## config.mk

```make
export PLATFORM = sky130hd
export DESIGN_NAME = branch_predictor
export DESIGN_NICKNAME = d
export VERILOG_FILES = /design/src/rtl/branch_predictor.sv
export SDC_FILE = /design/constraint.sdc
export NUM_CORES = 2
export LEC_CHECK = 0
export CORE_MARGIN = 4
export CORE_UTILIZATION = 60
export DETAILED_ROUTE_END_ITERATION = 6
export GPL_TIMING_DRIVEN = 1
export PLACE_DENSITY = 0.78
export SYNTH_ARGS = -nofsm -noshare
export SYNTH_HDL_FRONTEND = slang
export SYNTH_SLANG_ARGS = --single-unit
```

## constraint.sdc

```tcl
create_clock -name clk -period 48.7 [get_ports clk]
set_input_delay 9.74 -clock clk [delete_from_list [all_inputs] [get_ports clk]]
set_output_delay 9.74 -clock clk [all_outputs]
set_load 0.01 [all_outputs]
```

## src/rtl/branch_predictor.sv

```systemverilog
// Direct-mapped 2-bit-counter branch predictor with zero-latency lookup, an update port and saturating statistics.
// Lookup is combinational; updates and statistics commit on the clk edge; there is no backpressure and every update is accepted.
module branch_predictor #(
  parameter int IDX_W = 4,
  parameter int CNT_W = 16
) (
  input  logic             clk,
  input  logic             reset,
  input  logic [31:0]      pc_if,
  output logic             pred_hit,
  output logic             pred_taken,
  output logic [31:0]      pred_target,
  input  logic             upd_en,
  input  logic [31:0]      upd_pc,
  input  logic             upd_taken,
  input  logic             upd_pred,
  input  logic [31:0]      upd_target,
  output logic             mispredict,
  output logic [CNT_W-1:0] branch_cnt,
  output logic [CNT_W-1:0] miss_cnt
);

  localparam int ENTRIES = 1 << IDX_W;
  localparam int TAG_W   = 30 - IDX_W;

  logic              validQ  [ENTRIES];
  logic [TAG_W-1:0]  tagQ    [ENTRIES];
  logic [1:0]        ctrQ    [ENTRIES];
  logic [31:0]       targetQ [ENTRIES];

  logic [IDX_W-1:0]  lkIdx;
  logic [TAG_W-1:0]  lkTag;
  logic [IDX_W-1:0]  updIdx;
  logic [TAG_W-1:0]  updTag;
  logic              updHit;
  logic              unusedPcBits;

  // Word-aligned PCs: the byte offset never reaches the table.
  assign unusedPcBits = ^{pc_if[1:0], upd_pc[1:0]};

  assign lkIdx  = pc_if[IDX_W+1:2];
  assign lkTag  = pc_if[31:IDX_W+2];
  assign updIdx = upd_pc[IDX_W+1:2];
  assign updTag = upd_pc[31:IDX_W+2];

  assign pred_hit    = validQ[lkIdx] && (tagQ[lkIdx] == lkTag);
  assign pred_taken  = pred_hit && ctrQ[lkIdx][1];
  assign pred_target = pred_taken ? targetQ[lkIdx] : pc_if + 32'd4;

  assign updHit     = validQ[updIdx] && (tagQ[updIdx] == updTag);
  assign mispredict = upd_en && (upd_pred != upd_taken);

  always_ff @(posedge clk or posedge reset) begin
    if (reset) begin
      for (int i = 0; i < ENTRIES; i++) begin
        validQ[i]  <= 1'b0;
        tagQ[i]    <= '0;
        ctrQ[i]    <= 2'b01;
        targetQ[i] <= '0;
      end
    end else if (upd_en) begin
      if (updHit) begin
        if (upd_taken) begin
          ctrQ[updIdx]    <= (ctrQ[updIdx] == 2'b11) ? 2'b11 : ctrQ[updIdx] + 2'd1;
          targetQ[updIdx] <= upd_target;
        end else begin
          ctrQ[updIdx] <= (ctrQ[updIdx] == 2'b00) ? 2'b00 : ctrQ[updIdx] - 2'd1;
        end
      end else begin
        // Miss replaces whatever aliased into this slot, starting in a weak state.
        validQ[updIdx]  <= 1'b1;
        tagQ[updIdx]    <= updTag;
        ctrQ[updIdx]    <= upd_taken ? 2'b10 : 2'b01;
        targetQ[updIdx] <= upd_target;
      end
    end
  end

  always_ff @(posedge clk or posedge reset) begin
    if (reset) begin
      branch_cnt <= '0;
      miss_cnt   <= '0;
    end else if (upd_en) begin
      if (!(&branch_cnt)) branch_cnt <= branch_cnt + 1'b1;
      if (mispredict && !(&miss_cnt)) miss_cnt <= miss_cnt + 1'b1;
    end
  end

endmodule

```

### Word-level counts from Yosys, hierarchy flattened

Cells that the tools add are included.

| cells by class | value |
|---|---|
| $lt $le $gt $ge | 3 |
| add/sub/neg operators | 5 |
| equality and inequality tests | 5 |
| bitwise logic cells | 5 |
| mux-type cells | 42 |
| reductions and logical operators | 14 |

Operators with widths:

| operator | number |
|---|---|
| 512-bit 2-to-1 mux | 2 |
| 512-bit bitwise mux | 1 |
| 416-bit bitwise mux | 1 |
| 26-bit binary-select mux with 4-bit select | 2 |
| 32-bit 2-to-1 mux | 6 |
| 26-bit 2-to-1 mux | 5 |
| 32-bit binary-select mux with 4-bit select | 1 |
| 32-bit demux with 4-bit select | 1 |
| 26-bit demux with 4-bit select | 1 |
| 32-bit bitwise mux | 3 |
| 26-bit == test | 2 |
| 16-bit by 1-bit adder with 16-bit output, second input constant | 2 |
| 32-bit by 3-bit adder with 32-bit output, second input constant | 1 |
| 16-bit AND reduction | 2 |
| 2-bit binary-select mux with 4-bit select | 2 |
| 2-bit 2-to-1 mux | 8 |
| 16-bit bitwise OR | 1 |
| 5-bit >= comparator, second input constant | 2 |
| 4-bit NOT with 5-bit output | 2 |
| 1-bit binary-select mux with 4-bit select | 2 |
| 2-bit demux with 4-bit select | 1 |
| 2-bit AND reduction | 4 |
| 1-bit logical AND | 6 |
| 5-bit by 1-bit < comparator with 1-bit output, second input constant | 1 |
| 10 further kinds | 15 |

| storage, ports and cells | value |
|---|---|
| output and inout port bits | 67 |
| logic and storage cells | 140 |
| input port bits | 101 |
| bits in registers | 1008 |

### Depth between registers and ports, before layout

| logic depth | value |
|---|---|
| depth after elaboration | 9 |
| gate-level depth with buffers | 16 |

### Least setup slack after synthesis

No wires, ideal clock.

| path | value |
|---|---|
| path kind | in2out |
| start point | input pc_if[2] |
| end point | output pred_target[10] |
| setup slack | 26087 ps |
| stages | 8 |
| data required time | 38960 ps |
| path buffers | 5 |
| arrival | 12873 ps |
| cell sequence | buf_2 -> buf_2 -> clkbuf_1 -> clkbuf_1 -> buf_1 -> mux4_2 -> mux4_2 -> mux2_1 |

| between the ends | value |
|---|---|
| longest elaborated chain between the ends | 8 |
| elaborated cells on any way between the ends | 18 |
| classes of those cells | add/sub: 1; eq/ne: 1; mux: 13; bitwise: 1; reduce/logical: 2 |

Ends and longest elaborated chain:

| item | line | RTL |
|---|---|---|
| start: declaration | 9 | `input logic [31:0] pc_if,` |
| 4-bit NOT with 5-bit output (implied by the code) | 46, 47, 48 |  |
| 26-bit binary-select mux with 4-bit select | 46 | `assign pred_hit = validQ[lkIdx] && (tagQ[lkIdx] == lkTag);` |
| 26-bit 2-to-1 mux (implied by the code) (2 in a row) | 46 |  |
| 26-bit == test | 46 |  |
| 1-bit logical AND | 46 |  |
| 1-bit logical AND | 47 | `assign pred_taken = pred_hit && ctrQ[lkIdx][1];` |
| 32-bit 2-to-1 mux * | 48 | `assign pred_target = pred_taken ? targetQ[lkIdx] : pc_if + 32'd4;` |
| end: declaration | 12 | `output logic [31:0] pred_target,` |

Every way passes the cells marked *; elsewhere a longest branch is shown, timed or not. The select of a mux whose other input is x is not followed.

### Worst setup path after layout

| path | value |
|---|---|
| start point | input pc_if[3] |
| end point | output pred_target[30] |

The elaborated chain is that of the path after synthesis.

==> results by group <==
Placed design
  – Placed Cells: 4489
  – Gpl congestion: around 0.9
  – Port Buf Inserts: roughly 170
  – DP HPWL: between 80000 and 90000 um

Hold path
  – Worst hold path depth: 1
  – Hold path endpoint: validQ[10]$_DFFE_PP0P_
  – Hold Startpoint: validQ[10]$_DFFE_PP0P_
  – Worst hold path class: reg -> reg

Setup path
  – Worst R2R Setup Slack: 43.46 ns
  – Critical path endpoint category: output pin
  – R2R depth: 10
  – WP data required: ~40 ns
  – Critical path class: in -> out
  – Worst Path Arrival: 15.20 ns
  – Worst r2r dst: targetQ[264]$_DFFE_PP0P_
  – Crit start category: input port
  – RR Startpoint: tagQ[167]$_DFFE_PP0P_
  – Worst Setup SP: pc_if[3]
  – Worst-path fanout max: slightly below 100

Floorplan
  – DIE HEIGHT: ~310 um
  – # IOs: approximately 170
  – Die width: 307 um
  – Cell row count: 109
  – Core Area: between 80000 and 90000 sq um
  – Initial Util: 0.605
  – Die area: roughly 94000 sq um

Synth
  – Primary FF master, synth: dfrtp_1
  – Distinct cells, synth: 73
  – Gate Count Post-Synth: 3411
  – Syn avg cell area: ~16 sq um
  – Ys Warns: 0
  – Syn Std Cell Area: 53500 sq um
  – Ys async rst share: 1.00
  – #FFs+latches synth: 1008
  – Synth area leaders: dfrtp_1 (46%), mux4_2 (15%), mux2_2 (12%)
  – Seq/Total Area, Yosys: 0.472
  – Synth area leader: dfrtp_1
  – Syn nets: approximately 3.5k
  – Share of the synthesized area in the top cell type: 0.464
  – Post-synth EDFFs: 0

STA
  – Hold Slack: just under 0.5 ns
  – Tcrit/Tclk final: 0.512
  – Setup violators final: 0
  – Fin Clk Skew: 0.0352 ns
  – Max Clk Rate: around 0.040 GHz
  – Slew Limit Fails: 0
  – Relative slew slack: 0.260
  – Minimum clock period: roughly 25 ns
  – Final hold vios: 0
  – Tightest Pin Transition: approximately 1.1 ns
  – RSZ-0062 raised after global routing: false
  – Setup TNS: 0 ns

Global routing
  – First-pass GRT wire length: between 200000 and 250000 um
  – Largest net degree at the start of global routing: around 170
  – Grt total ovfl: 0
  – Initial antenna violation count: 9
  – All-layer global routing usage: 0.306
  – Vias in the first global route: 34.3k

Clock tree
  – CTS sink cnt: between 1k and 1.5k
  – CTS Buffer Depth: 3
  – Post_cts resized: 0
  – Hold_buf cts: 0
  – Clock-pin slew on the worst setup and hold paths: 0.06 ns
  – Root Buffer: clkbuf_16
  – Post-CTS setup buffers: 0
  – Worst skew pair latency: approximately 0.70 ns
  – Total CTS buffers: roughly 110
  – TritonCTS clock tree: yes
  – Htree depth: 3

Drt
  – DR DRC count: 0
  – Wire length per cell: approximately 31 um
  – Via count: about 32k
  – Pre-antenna DRT Iters: 5
  – DRT iter0 DRCs: just under 3k
  – Antenna-violating nets left: 0
  – Detailed-route vias per instance: about 6.8
  – Total routed wirelength: about 140000 um

Power
  – PwrDens: roughly 44 nW/um^2
  – P_leak: roughly 0.026 uW
  – Peak supply drop: 0.0000361 V

Finish
  – Filler instances: a little under 6k
  – Layout Utilization: 0.662
  – Total Nets Final: around 3.5k
  – Fin cells: between 4k and 5k
  – Area growth, synth to finish: 9.29%
  – Share of layout cells above drive strength 1: 0.448

Flow run
  – Max_cap viols: 0

Outcome
  – Status: complete, no violations
through the flow:
stage	cell area (sq um)	setup WS, ns	total power, uW
CTS	58500	23.85	2590
finish	58500	23.76	2580
global placement	54900	23.94	1700
floorplan	53500	10.62	1590
global route	58500	23.67	2680
detailed placement	54900	23.90	1750
report_power, final:
part	internal, uW	switching, uW	total (uW)
clock	490	343	833
combinational	358	223	581
sequential	1030	132	1170
total	1880	698	2580
per-layer routing:
metal | track usage | wire (um) | vias to the layer above | part of all wire
met3 | 0.0632 | 10700 | 398 | 0.074
li1 | - | - | 12900 | -
met1 | 0.404 | 56400 | 17100 | 0.39
met4 | 0.125 | 6580 | 6 | 0.046
met2 | 0.502 | 69900 | 1381 | 0.49
met5 | 0 | 42 | - | 0.00029
worst max-delay path by stage:
stage / endpoint / depth (start not counted)
after CTS: pred_target[31] / 12
after detailed placement: pred_target[31] / 12
final: pred_target[30] / 12
after global routing: pred_target[8] / 12
after floorplan: branch_cnt[0]$_DFFE_PP0P_ / 1
after global placement: pred_target[3] / 12
sequential cells by signal, summed over array words and instances (netlist names):
register / count
targetQ: 512
tagQ: 416
ctrQ: 32
branch_cnt: 16
miss_cnt: 16
validQ: 16
cell families (layout without fill, tap and decap cells):
kind of cell               after synthesis  in the layout  synth area share
AOI/OAI and AO/OA                      154            154            0.0202
buffers and inverters                  319            421            0.0413
adders and majority gates                3              3          0.000702
and+or+nand+nor                        323            323            0.0375
other                                    0              4                 0
DFF                                   1008           1008             0.472
muxes                                 1490           1490             0.410
xor gates and xnor gates               114            114            0.0187
worst max-delay path: stages:
cell and delay, ns:
buf_8 0.66, buf_4 0.92, mux4_2 0.43, mux2i_1 0.15, mux2i_1 0.11, xor2_1 0.18
nor4_1 0.73, nand2_1 0.25, nor4_4 0.33, buf_4 0.59, mux2_2 0.41, clkdlybuf4s50_1 0.58
cell type report:
cell class | instances | area [sq um] | share of cell area
Inverter | 20 | 83.8 | 0.00143
Sequential cell | 1008 | 25200 | 0.432
Antenna cell | 4 | 10.0 | 0.000171
Multi-Input combinational cell | 2084 | 26100 | 0.446
Tap cell | 1165 | 1460 | 0.0249
Clock buffer | 147 | 3020 | 0.0516
Timing Repair Buffer | 212 | 2030 | 0.0348
Clock inverter | 42 | 554 | 0.00948
cells in the mapped netlist, drive strengths merged (13+ instances only):
cell type  instances
nand3             28
nand2b            23
and3              19
nor2              37
inv               20
o211ai            18
buf              171
mux2i            137
dfrtp            992
xor2              52
mux4             365
nor4              13
mux2             988
a21oi             28
clkbuf           128
nor2b             21
or2               19
nand2            121
o21ai             22
a211oi            23
xnor2             62
a22oi             15
dfstp             16
placed cells by master (no fill, tap or decap), types with 62 or more instances in the layout:
| master | count |
|---|---|
| dfrtp_1 | 992 |
| nand2_1 | 89 |
| mux2_1 | 78 |
| mux2i_1 | 137 |
| mux4_2 | 365 |
| clkbuf_16 | 107 |
| mux2_4 | 324 |
| mux2_2 | 586 |
| xnor2_1 | 62 |
| clkdlybuf4s50_1 | 158 |
Note: power is estimated with default switching activity, not from simulation.
